### src/rtl/free_list.sv
`default_nettype none
// ============================================================================
// free_list : two-wide circular free list of physical register tags
//             (two dispatch pops, two retire pushes, retire-time rollback)
// Revision  : 1.0
// ============================================================================
module free_list #(
    parameter int N_PHYS_REG = 64,
    parameter int N_FREE     = N_PHYS_REG - 32,
    parameter int TAG_W      = $clog2(N_PHYS_REG)
) (
    input  logic                        clock,
    input  logic                        reset,
    input  logic                        dispatch_req_0,
    input  logic                        dispatch_req_1,
    output logic [TAG_W-1:0]            Tnew_0,
    output logic [TAG_W-1:0]            Tnew_1,
    output logic [1:0]                  free_num,
    output logic [$clog2(N_FREE+1)-1:0] free_count,
    input  logic                        valid_0,
    input  logic                        valid_1,
    input  logic [TAG_W-1:0]            Told_out_0,
    input  logic [TAG_W-1:0]            Told_out_1,
    input  logic                        rollback,
    output logic                        overflow_err
);

    localparam int PTR_W = $clog2(N_FREE);
    localparam int CNT_W = $clog2(N_FREE + 1);

    logic [TAG_W-1:0] fl [N_FREE];
    logic [PTR_W-1:0] head;
    logic [PTR_W-1:0] tail;
    logic [CNT_W-1:0] count;
    logic             overflow_q;

    logic [1:0]       pops;
    logic             pop_ok;
    logic [1:0]       popped;
    logic [CNT_W-1:0] after_pop;
    logic [CNT_W-1:0] room;
    logic             acc_0;
    logic             acc_1;
    logic [1:0]       pushed;
    logic             dropped;
    logic [PTR_W-1:0] wr1_idx;
    logic [PTR_W-1:0] tail_next;
    logic [PTR_W-1:0] head_next;
    logic [CNT_W-1:0] count_next;

    // Way 1 reads the slot after way 0 only when way 0 also pops.
    assign Tnew_0     = fl[head];
    assign Tnew_1     = fl[head + PTR_W'(dispatch_req_0)];
    assign free_count = count;
    assign free_num   = (count >= CNT_W'(2)) ? 2'd2 : count[1:0];
    assign overflow_err = overflow_q;

    always_comb begin
        pops      = {1'b0, dispatch_req_0} + {1'b0, dispatch_req_1};
        pop_ok    = !rollback && (CNT_W'(pops) <= count);
        popped    = pop_ok ? pops : 2'd0;
        after_pop = count - CNT_W'(popped);
        // Pushes beyond the free capacity left after popping are dropped.
        room      = CNT_W'(N_FREE) - after_pop;
        acc_0     = valid_0 && (room != '0);
        acc_1     = valid_1 && (room > CNT_W'(acc_0));
        dropped   = (valid_0 && !acc_0) || (valid_1 && !acc_1);
        pushed    = {1'b0, acc_0} + {1'b0, acc_1};
        wr1_idx   = tail + PTR_W'(acc_0);
        tail_next = tail + PTR_W'(pushed);
        // The architectural free set is always the N_FREE slots ending at tail.
        head_next  = rollback ? tail_next : head + PTR_W'(popped);
        count_next = rollback ? CNT_W'(N_FREE) : after_pop + CNT_W'(pushed);
    end

    always_ff @(posedge clock or posedge reset) begin
        if (reset) begin
            for (int i = 0; i < N_FREE; i++) begin
                fl[i] <= TAG_W'(32 + i);
            end
            head       <= '0;
            tail       <= '0;
            count      <= CNT_W'(N_FREE);
            overflow_q <= 1'b0;
        end else begin
            if (acc_0) begin
                fl[tail] <= Told_out_0;
            end
            if (acc_1) begin
                fl[wr1_idx] <= Told_out_1;
            end
            head       <= head_next;
            tail       <= tail_next;
            count      <= count_next;
            overflow_q <= dropped;
        end
    end

endmodule
`default_nettype wire

### config.mk
export PLATFORM = sky130hd
export DESIGN_NAME = free_list
export DESIGN_NICKNAME = d
export VERILOG_FILES = /design/src/rtl/free_list.sv
export SDC_FILE = /design/constraint.sdc
export NUM_CORES = 1
export LEC_CHECK = 0
export ABC_CLOCK_PERIOD_IN_PS = 9000
export CAP_MARGIN = 20
export CORE_MARGIN = 2
export CORE_UTILIZATION = 40
export CTS_BUF_LIST = sky130_fd_sc_hd__clkbuf_16
export DETAILED_ROUTE_END_ITERATION = 7
export GPL_TIMING_DRIVEN = 1
export HOLD_SLACK_MARGIN = 0.02
export PLACE_DENSITY_LB_ADDON = 0.05
export SLEW_MARGIN = 25
export SYNTH_ARGS = -nofsm -noshare
export SYNTH_HDL_FRONTEND = slang
export SYNTH_SLANG_ARGS = --single-unit
### constraint.sdc
create_clock -name clock -period 9 [get_ports clock]
set_clock_uncertainty 0.2 [all_clocks]
set_input_delay 0.9 -clock clock [delete_from_list [all_inputs] [get_ports clock]]
set_output_delay 0.9 -clock clock [all_outputs]
set_load 0.05 [all_outputs]
==> flow_summary.json, run 1 <==
{
  "reg2reg_slack_ns": 2.59,
  "fin_tns_setup_ns": 0,
  "hold_violations": 0,
  "synth-xor-area-share": 0.0109,
  "preCtsSetupSlack_ns": 1.67,
  "synth_edf_count": 0,
  "setup_viol": 0,
  "cp.buffers_inverters": 2,
  "postCtsSetupRepairBufs": 0,
  "yosys.area_share.simple": 0.0765,
  "syn_area_um2": 15300,
  "synth-seq-cells": 209,
  "fin_ws_ns": 2.21,
  "rows": 71,
  "switching_share": 0.423,
  "max-vdd-ir-drop_uv": 226,
  "critPathTopFamily": "compound AO/OA/AOI/OAI gates",
  "slowest_delay_ns": 0.77,
  "ios": 40,
  "grt_pass1_wl_um": 73200,
  "wl_um": 49300,
  "synth_top_family_by_area": "multiplexers",
  "synthFlopType": "dfstp_2",
  "area_growth_pct": 11.4,
  "numCtsBuffers": 28,
  "power.internal_mw": 4.27,
  "synth_compound_area_frac": 0.0746,
  "cp_max_fo": 7,
  "r2r_start": "free_count[3]",
  "nets": 1212,
  "total_power_mw": 7.40,
  "htree_num_levels": 1,
  "status": "finished, final reports clean",
  "clockPowerShare": 0.150,
  "grt_overflow": 0,
  "cts_sinks": 209,
  "max_freq_ghz": 0.147,
  "crit_end": "fl[30]",
  "die_y_um": 200,
  "p_comb_frac": 0.585,
  "finalCritPeriodShare": 0.754,
  "startpoint": "dispatch_req_0",
  "rsz0062_at_grt": "no",
  "power_density_nw_per_um2": 434,
  "cts_resized": 0,
  "n_antenna_cell": 0,
  "tritoncts": "done",
  "power.switching_mw": 3.13,
  "netlist-cell-type-count": 61,
  "cp_slowest_cell": "a211oi_1",
  "core_area_um2": 37700,
  "clk_latency_ns": 0.56,
  "cp_common_cell": "ha_1",
  "via_count": 10200,
  "drc": 0,
  "drtPass1Iterations": 5,
  "seq_area_frac_synth": 0.351,
  "critical_path_class": "in -> reg",
  "tightest_slew_ns": 0.964,
  "holdBufCountCts": 0,
  "ff2ff_path_depth": 17,
  "end_kind": "register",
  "synthCells": 1170,
  "crit_required_ns": 9.24,
  "antenna_found_initial": 1,
  "fill_cells": 3497,
  "instances_no_fill": 1705,
  "muxShareOfSynthArea": 0.436,
  "root_buffer": "clkbuf_16",
  "maxCapViolations": 0,
  "synthArstFlopShare": 1.00,
  "track_usage": 0.255,
  "dp_cells": 1653,
  "drive_gt1_frac": 0.558,
  "drtIter0Drc": 587,
  "synth_fp_nets": 1210,
  "relSlewSlack": 0.351,
  "hold_class": "reg -> reg",
  "final.min_clock_period_ns": 6.79,
  "dieArea_um2": 39800,
  "routedWlPerCell_um": 28.9,
  "crit_path_cell_trace": "clkdlybuf4s50_1, ha_1, inv_1, ha_1, a21oi_1, a21o_1, nor2_1, ha_1, fa_1, nand3b_1, a2111oi_2, o21ai_4, o211a_1, ha_1, ha_1, nor2b_1, nand2_1, a211oi_1, and2_1, o21ai_0",
  "holdWs_ns": 0.366,
  "drv_slew": 0,
  "synth.avg_cell_area_um2": 13.1,
  "viasPerCell": 6.01,
  "worstPathArrival_ns": 7.03,
  "initial_core_util": 0.406,
  "grt_pass1_vias": 10300,
  "synth-adder-area-share": 0.0181,
  "place_hpwl_um": 32200,
  "reg2reg_to": "fl[30]",
  "grt_max_degree": 112,
  "power_leakage_nw": 6.63,
  "path_depth": 20,
  "yosysWarnings": 0,
  "clk_path_buf_depth": 3,
  "start_kind": "primary input",
  "clk_pin_slew_ns": 0.06,
  "die_w_um": 200,
  "pwr-share-seq": 0.265,
  "globalplace.congestion": 0.844,
  "portBuffers": 39,
  "drtAntennaViolNets": 0
}
==> placed cells by master, fill, tap and decap left out, types with 10 or more instances in the layout <==
cell / instances
dfstp_2: 113
nor2_1: 60
o211ai_4: 22
buf_4: 25
nand3_1: 50
clkinv_1: 12
dfrtp_1: 94
xnor2_1: 10
o21ai_1: 39
nor3_1: 10
inv_1: 18
nand2_1: 45
o21ai_0: 11
ha_1: 17
clkbuf_16: 29
and2_1: 11
mux2_2: 309
clkdlybuf4s50_1: 37
mux4_2: 120
nor2b_1: 12
mux2i_1: 43
==> state kept, by name (all words and copies together) (netlist names) <==
name and cells:
free_count 6, overflow_err 1, tail 5, head 5, fl 192
==> worst min-delay path, cell delays in order, from the launching register on <==
cell and delay, ns:
dfstp_2 0.37, mux2i_1 0.12, o21ai_1 0.07
==> synth_stat cells (all sizes together), types with 3 or more instances <==
library cell / number / share of area
mux2: 314 / 0.23
mux4: 120 / 0.18
dfstp: 113 / 0.19
dfrtp: 96 / 0.16
clkbuf: 61 / 0.015
nor2: 60 / 0.015
nand3: 52 / 0.019
o21ai: 52 / 0.017
nand2: 46 / 0.011
mux2i: 43 / 0.028
buf: 31 / 0.014
o211ai: 31 / 0.038
ha: 19 / 0.016
inv: 15 / 0.0037
and2: 12 / 0.0049
nor2b: 12 / 0.0049
xnor2: 11 / 0.0063
nor3: 10 / 0.0033
a211oi: 9 / 0.0044
xor2: 8 / 0.0046
a21oi: 7 / 0.0023
nand4: 7 / 0.0087
nand3b: 4 / 0.0020
a22oi: 3 / 0.0015
nand2b: 3 / 0.0012
o2111ai: 3 / 0.0037
or2: 3 / 0.0012
==> worst min-delay path by stage <==
| stage | from | end | slack, ns | cells after the start |
|---|---|---|---|---|
| 2_1_floorplan | fl[32] | fl[32] | 0.33 | 2 |
| 3_3_place_gp | fl[36] | fl[36] | 0.35 | 2 |
| 3_5_place_dp | fl[21] | fl[21] | 0.36 | 2 |
| 4_1_cts | fl[21] | fl[21] | 0.37 | 2 |
| 5_1_grt | fl[21] | fl[21] | 0.39 | 2 |
| 6_report | fl[21] | fl[21] | 0.37 | 2 |
==> metal layers <==
layer,wire length (um),global-route usage,vias up
met5,0,0,-
met4,1180,0.0579,0
met3,1840,0.0280,63
met2,24200,0.431,231
met1,22000,0.352,5434
li1,-,-,4521
==> kinds of logic (layout without fill, tap and decap cells) <==
kind of cell / count (synthesis) / count (layout)
DFF: 209 / 209
buffers and inverters: 108 / 132
adders and majority gates: 21 / 21
xor gates and xnor gates: 19 / 19
and+or+nand+nor: 217 / 217
muxes: 477 / 477
AOI/OAI and AO/OA: 119 / 119
==> power groups by stage <==
stage / Combinational [mW] / Clock [mW] / Sequential, mW
6_report: 4.33 / 1.11 / 1.96
5_1_grt: 4.57 / 1.17 / 2.03
4_1_cts: 4.36 / 1.13 / 1.96
3_5_place_dp: 4.35 / 0 / 1.97
3_3_place_gp: 4.32 / 0 / 1.95
2_1_floorplan: 3.21 / 0 / 1.80
==> layout make-up <==
| class | count | area [um2] | share of cell area |
|---|---|---|---|
| repair buffers | 64 | 568 | 0.0333 |
| well taps | 511 | 639 | 0.0375 |
| clock buffers | 29 | 726 | 0.0426 |
| inverters | 16 | 67.6 | 0.00396 |
| flip-flops and latches | 209 | 5380 | 0.315 |
| clock inverters | 23 | 174 | 0.0102 |
| multi-input cells | 853 | 9500 | 0.557 |
==> per-stage QoR <==
step	cell area [um2]	utilization
after floorplan	15300	-
after global placement	16100	0.428
after detailed placement	16100	0.429
after CTS	17000	0.453
after global routing	17000	0.453
final	17000	0.453
(Power assumes the default switching activity.)
==> run 2: changes to the inputs <==
Settings changed: ABC_CLOCK_PERIOD_IN_PS 9000 to 5800.
Clock period 9 ns to 5.8 ns, I/O delays scaled along.
==> run 2 against run 1 <==
Count of clock-buffer cells in the layout down 1. Worst hold slack worse by 0.33 ns. Register-to-register slack worse by 2.2 ns. Non-clock buffer count up 73. Die area unchanged. Critical path depth up 2.
==> flow_summary.json, run 2 (same netlist as run 1, synthesis figures left out) <==
{
  "worstPathArrival_ns": 5.77,
  "clk_path_buf_depth": 3,
  "core_area_um2": 37700,
  "globalplace.congestion": 0.835,
  "finalCritPeriodShare": 0.954,
  "max-vdd-ir-drop_uv": 315,
  "layout.cells.most_common_list": "mux2_2 (309), mux4_2 (120), dfstp_2 (113)",
  "p_comb_frac": 0.588,
  "area_growth_pct": 17.1,
  "crit_path_cell_trace": "clkdlybuf4s50_1, ha_4, ha_1, a21oi_2, a21oi_2, a21o_1, nor2_2, ha_2, fa_2, nand3b_1, a2111oi_4, o21ai_4, o211a_4, buf_4, ha_1, ha_1, buf_4, nor2b_1, or2_2, a211oi_1, and2_1, o21ai_0",
  "critical_path_class": "in -> reg",
  "largest_reg_flops": 192,
  "relSlewSlack": 0.331,
  "wl_um": 50900,
  "total_power_mw": 12.1,
  "cp_slowest_cell": "fa_2",
  "start_kind": "primary input",
  "rows": 71,
  "place_hpwl_um": 33100,
  "portBuffers": 39,
  "via_count": 10600,
  "power.internal_mw": 7.09,
  "cp_max_fo": 8,
  "dieArea_um2": 39800,
  "status": "finished, final reports clean",
  "final.min_clock_period_ns": 5.53,
  "grt_overflow": 0,
  "cts_sinks": 209,
  "maxCapViolations": 0,
  "tritoncts": "done",
  "die_y_um": 200,
  "power_density_nw_per_um2": 676,
  "clk_pin_slew_ns": 0.06,
  "rsz0062_at_grt": "no",
  "setup_viol": 0,
  "grt_pass1_vias": 10800,
  "antenna_found_initial": 2,
  "cp.buffers_inverters": 3,
  "end_kind": "register",
  "holdBufCountCts": 0,
  "grt_pass1_wl_um": 76000,
  "layout_commonest_cell": "mux2_2",
  "hold_class": "in -> async",
  "drive_gt1_frac": 0.603,
  "drtAntennaViolNets": 0,
  "clockPowerShare": 0.158,
  "critPathTopFamily": "adder cells",
  "switching_share": 0.415,
  "htree_num_levels": 1,
  "drv_slew": 0,
  "tightest_slew_ns": 1.00,
  "drc": 0,
  "fin_tns_setup_ns": 0,
  "root_buffer": "clkbuf_16",
  "slowest_delay_ns": 0.54,
  "nets": 1285,
  "initial_core_util": 0.406,
  "ios": 40,
  "routedWlPerCell_um": 28.6,
  "cp_common_cell": "ha_1",
  "hold_violations": 0,
  "clk_latency_ns": 0.56,
  "drtIter0Drc": 647,
  "track_usage": 0.265,
  "top_register": "fl",
  "drtPass1Iterations": 5,
  "grt_max_degree": 152,
  "power_leakage_nw": 7.06,
  "die_w_um": 200,
  "max_freq_ghz": 0.181,
  "crit_required_ns": 6.04,
  "power.switching_mw": 5.03,
  "viasPerCell": 5.95,
  "numCtsBuffers": 28,
  "n_antenna_cell": 0,
  "pwr-share-seq": 0.254
}
==> run 2: power groups by stage <==
stage	clock network, mW	registers (mW)	logic (mW)
global route	2.01	3.19	7.50
CTS	1.95	3.07	7.14
finish	1.91	3.08	7.12
detailed placement	0	3.09	7.13
floorplan	0	2.80	5.05
global placement	0	3.06	7.07
==> run 2: layout make-up <==
cell class / count / area (um2)
Clock buffer: 28 / 701
Clock inverter: 24 / 300
Fill cell: 3483 / 19700
Inverter: 16 / 66.3
Multi-Input combinational cell: 853 / 9610
Sequential cell: 209 / 5380
Tap cell: 511 / 639
Timing Repair Buffer: 137 / 1220
==> run 2: metrics by stage <==
stage	setup slack, ns	instance area [um2]	hold slack [ns]	utilization	cells
floorplan	-0.177	15500	0.331	-	1170
global placement	-0.233	16900	0.349	0.449	1725
detailed placement	-0.292	16900	0.357	0.449	1725
CTS	0.275	17900	0.0212	0.475	1777
global route	0.00303	17900	0.0460	0.476	1778
finish	0.267	17900	0.0387	0.476	1778
==> run 2: worst reg2reg max path, cell delays in order (launching register included) <==
cell and delay (ns):
dfrtp_2 0.41, or3_4 0.40, nor2_1 0.19, a21o_1 0.17, nor2_2 0.06, ha_2 0.19
fa_2 0.54, nand3b_1 0.18, a2111oi_4 0.41, o21ai_4 0.11, o211a_4 0.25, buf_4 0.16
ha_1 0.20, ha_1 0.27, buf_4 0.17, nor2b_1 0.14, or2_2 0.41, a211oi_1 0.36
and2_1 0.34, o21ai_0 0.14
==> run 2: worst paths after layout <==
path / slack [ns] / start / endpoint / cells past startpoint
setup / recovery: 0.27 / dispatch_req_1 / fl[30] / 22
hold / removal: 0.04 / reset / fl[153] / 2
max in group asynchronous: 4.19 / reset / fl[61] / 3
hold reg to reg: 0.37 / fl[35] / fl[35] / 2
setup reg to reg: 0.36 / free_count[3] / fl[30] / 19
min in group clock: 0.37 / fl[35] / fl[35] / 2
==> run 2: routing by layer <==
layer	part of all wire	vias to the layer above	global-route usage
li1	-	4646	-
met1	0.44	5597	0.367
met2	0.48	251	0.431
met3	0.044	81	0.0381
met4	0.032	4	0.0818
met5	0.00051	-	0
==> run 2: repair_timing <==
item | 4_1_cts | 5_1_grt
buffers inserted | 0 | 1
endpoints found under the hold margin | 0 | 0
setup endpoints to repair | 0 | 15
gates resized for setup | 0 | 5
==> run 3: changes to the inputs <==
Settings changed: ABC_CLOCK_PERIOD_IN_PS 5800 to 7100, SLEW_MARGIN 25 to default.
Clock period 5.8 ns to 7.1 ns, I/O delays scaled along.
==> run 3 against run 2 <==
Total power decreased by 22%. First-iteration DRC count increased by 7.3%. Clock power decreased by 30%. Register-to-register slack improved by 0.70 ns. Core utilization decreased by 2.1 points.
==> flow_summary.json, run 3 (same netlist as run 1, synthesis figures left out) <==
{
  "postCtsSetupRepairBufs": 0,
  "largest_reg_flops": 192,
  "antenna_found_initial": 1,
  "worstHoldStart": "fl[29]",
  "power.switching_mw": 4.01,
  "routedWlPerCell_um": 29.1,
  "power_leakage_nw": 6.72,
  "drive_gt1_frac": 0.560,
  "root_buffer": "clkbuf_16",
  "fin_ws_ns": 0.807,
  "finalCritPeriodShare": 0.886,
  "fin_util": 0.454,
  "holdPathEnd": "fl[29]",
  "die_w_um": 200,
  "hold_violations": 0,
  "reg2reg_slack_ns": 1.06,
  "ff2ff_path_depth": 20,
  "htree_num_levels": 1,
  "globalplace.congestion": 0.813,
  "p_comb_frac": 0.594,
  "relSlewSlack": 0.288,
  "grt_pass1_vias": 10500,
  "power_density_nw_per_um2": 550,
  "nets": 1227,
  "hold_depth": 2,
  "pwr-share-seq": 0.264,
  "drtAntennaViolNets": 0,
  "tightest_slew_ns": 1.07,
  "clk_pin_slew_ns": 0.06,
  "fill_cells": 3463,
  "max-vdd-ir-drop_uv": 230,
  "area_growth_pct": 11.8,
  "critical_path_class": "in -> reg",
  "instances_no_fill": 1719,
  "switching_share": 0.425,
  "ios": 40,
  "status": "finished, final reports clean",
  "cp_max_fo": 9,
  "rsz0062_at_grt": "no",
  "layout_commonest_cell": "mux2_2",
  "drtPass1Iterations": 5,
  "cts_resized": 0,
  "total_power_mw": 9.42,
  "r2r_start": "free_count[3]",
  "final.min_clock_period_ns": 6.29,
  "holdWs_ns": 0.365,
  "viasPerCell": 6.01,
  "top_register": "fl",
  "worstPathArrival_ns": 6.53,
  "core_area_um2": 37700,
  "holdBufCountCts": 0,
  "drtIter0Drc": 694,
  "grt_overflow": 0,
  "power.internal_mw": 5.41,
  "n_antenna_cell": 0,
  "end_kind": "register",
  "rows": 71,
  "preCtsSetupSlack_ns": 0.240,
  "drc": 0,
  "hold_class": "reg -> reg",
  "start_kind": "primary input",
  "dieArea_um2": 39800,
  "clockPowerShare": 0.142,
  "drv_slew": 0,
  "wl_um": 50000,
  "crit_required_ns": 7.33,
  "maxCapViolations": 0,
  "clk_latency_ns": 0.55,
  "portBuffers": 39,
  "reg2reg_to": "fl[126]",
  "track_usage": 0.260,
  "dp_cells": 1669,
  "layout.cells.most_common_list": "mux2_2 (309), mux4_2 (120), dfstp_2 (113)",
  "numCtsBuffers": 27,
  "clk_path_buf_depth": 3,
  "initial_core_util": 0.406,
  "grt_pass1_wl_um": 74500,
  "stdcell_area_um2": 17100,
  "max_freq_ghz": 0.159,
  "place_hpwl_um": 32300,
  "fin_tns_setup_ns": 0,
  "setup_viol": 0,
  "via_count": 10300,
  "cts_sinks": 209,
  "placed_area_um2": 16300,
  "die_y_um": 200,
  "tritoncts": "done",
  "grt_max_degree": 120
}
==> run 3: cell types whose count changed in the layout (fill, tap and decap cells not counted), moves of 3 or more <==
cell | before | now
buf_4 | 91 | 40
inv_1 | 17 | 27
ha_1 | 9 | 17
buf_12 | 7 | 1
ha_4 | 7 | 1
bufinv_16 | 7 | 3
clkinv_2 | 4 | 0
and2_1 | 8 | 11
dfrtp_1 | 91 | 94
dfrtp_2 | 4 | 1
==> run 3: power by group through the flow <==
stage                     clock [mW]  sequential [mW]  combinational (mW)
after floorplan                    0             2.28                4.07
after global placement             0             2.47                5.58
after detailed placement           0             2.50                5.61
after CTS                       1.38             2.48                5.62
after global routing            1.42             2.58                5.88
final                           1.34             2.49                5.59
==> run 3: layout make-up <==
| class | instances | area [um2] | share of cell area |
|---|---|---|---|
| Clock buffer | 27 | 676 | 0.0395 |
| Sequential cell | 209 | 5380 | 0.314 |
| Tap cell | 511 | 639 | 0.0374 |
| Multi-Input combinational cell | 853 | 9490 | 0.554 |
| Clock inverter | 23 | 170 | 0.00994 |
| Inverter | 16 | 67.6 | 0.00395 |
| Timing Repair Buffer | 80 | 701 | 0.0409 |
==> run 3: worst max-delay path by stage <==
stage,startpoint,end,cells past startpoint
3_5_place_dp,dispatch_req_0,free_count[4],28
3_3_place_gp,dispatch_req_0,free_count[4],28
4_1_cts,dispatch_req_0,free_count[4],28
2_1_floorplan,dispatch_req_0,free_count[4],29
6_report,dispatch_req_0,fl[126],23
5_1_grt,dispatch_req_0,free_count[4],28
==> run 3: worst max-delay path, cell delays in order <==
cell and delay (ns):
clkdlybuf4s50_1 0.47, ha_1 0.31, inv_1 0.05, ha_1 0.27, a21oi_1 0.14, a21o_1 0.14
nor2_1 0.06, ha_1 0.22, fa_1 0.42, buf_4 0.18, xor2_1 0.18, a2111oi_2 0.37
buf_4 0.20, o21ai_4 0.05, o211a_1 0.29, ha_1 0.26, ha_1 0.31, a21boi_0 0.22
o32ai_1 0.11, a22oi_1 0.68, nor3_1 0.13, nand2_1 0.36, mux2_2 0.39
==> run 3: per-layer routing <==
metal  track usage  part of all wire
met3        0.0280             0.040
met5             0           0.00026
met4        0.0834             0.033
met2         0.420              0.48
met1         0.367              0.45
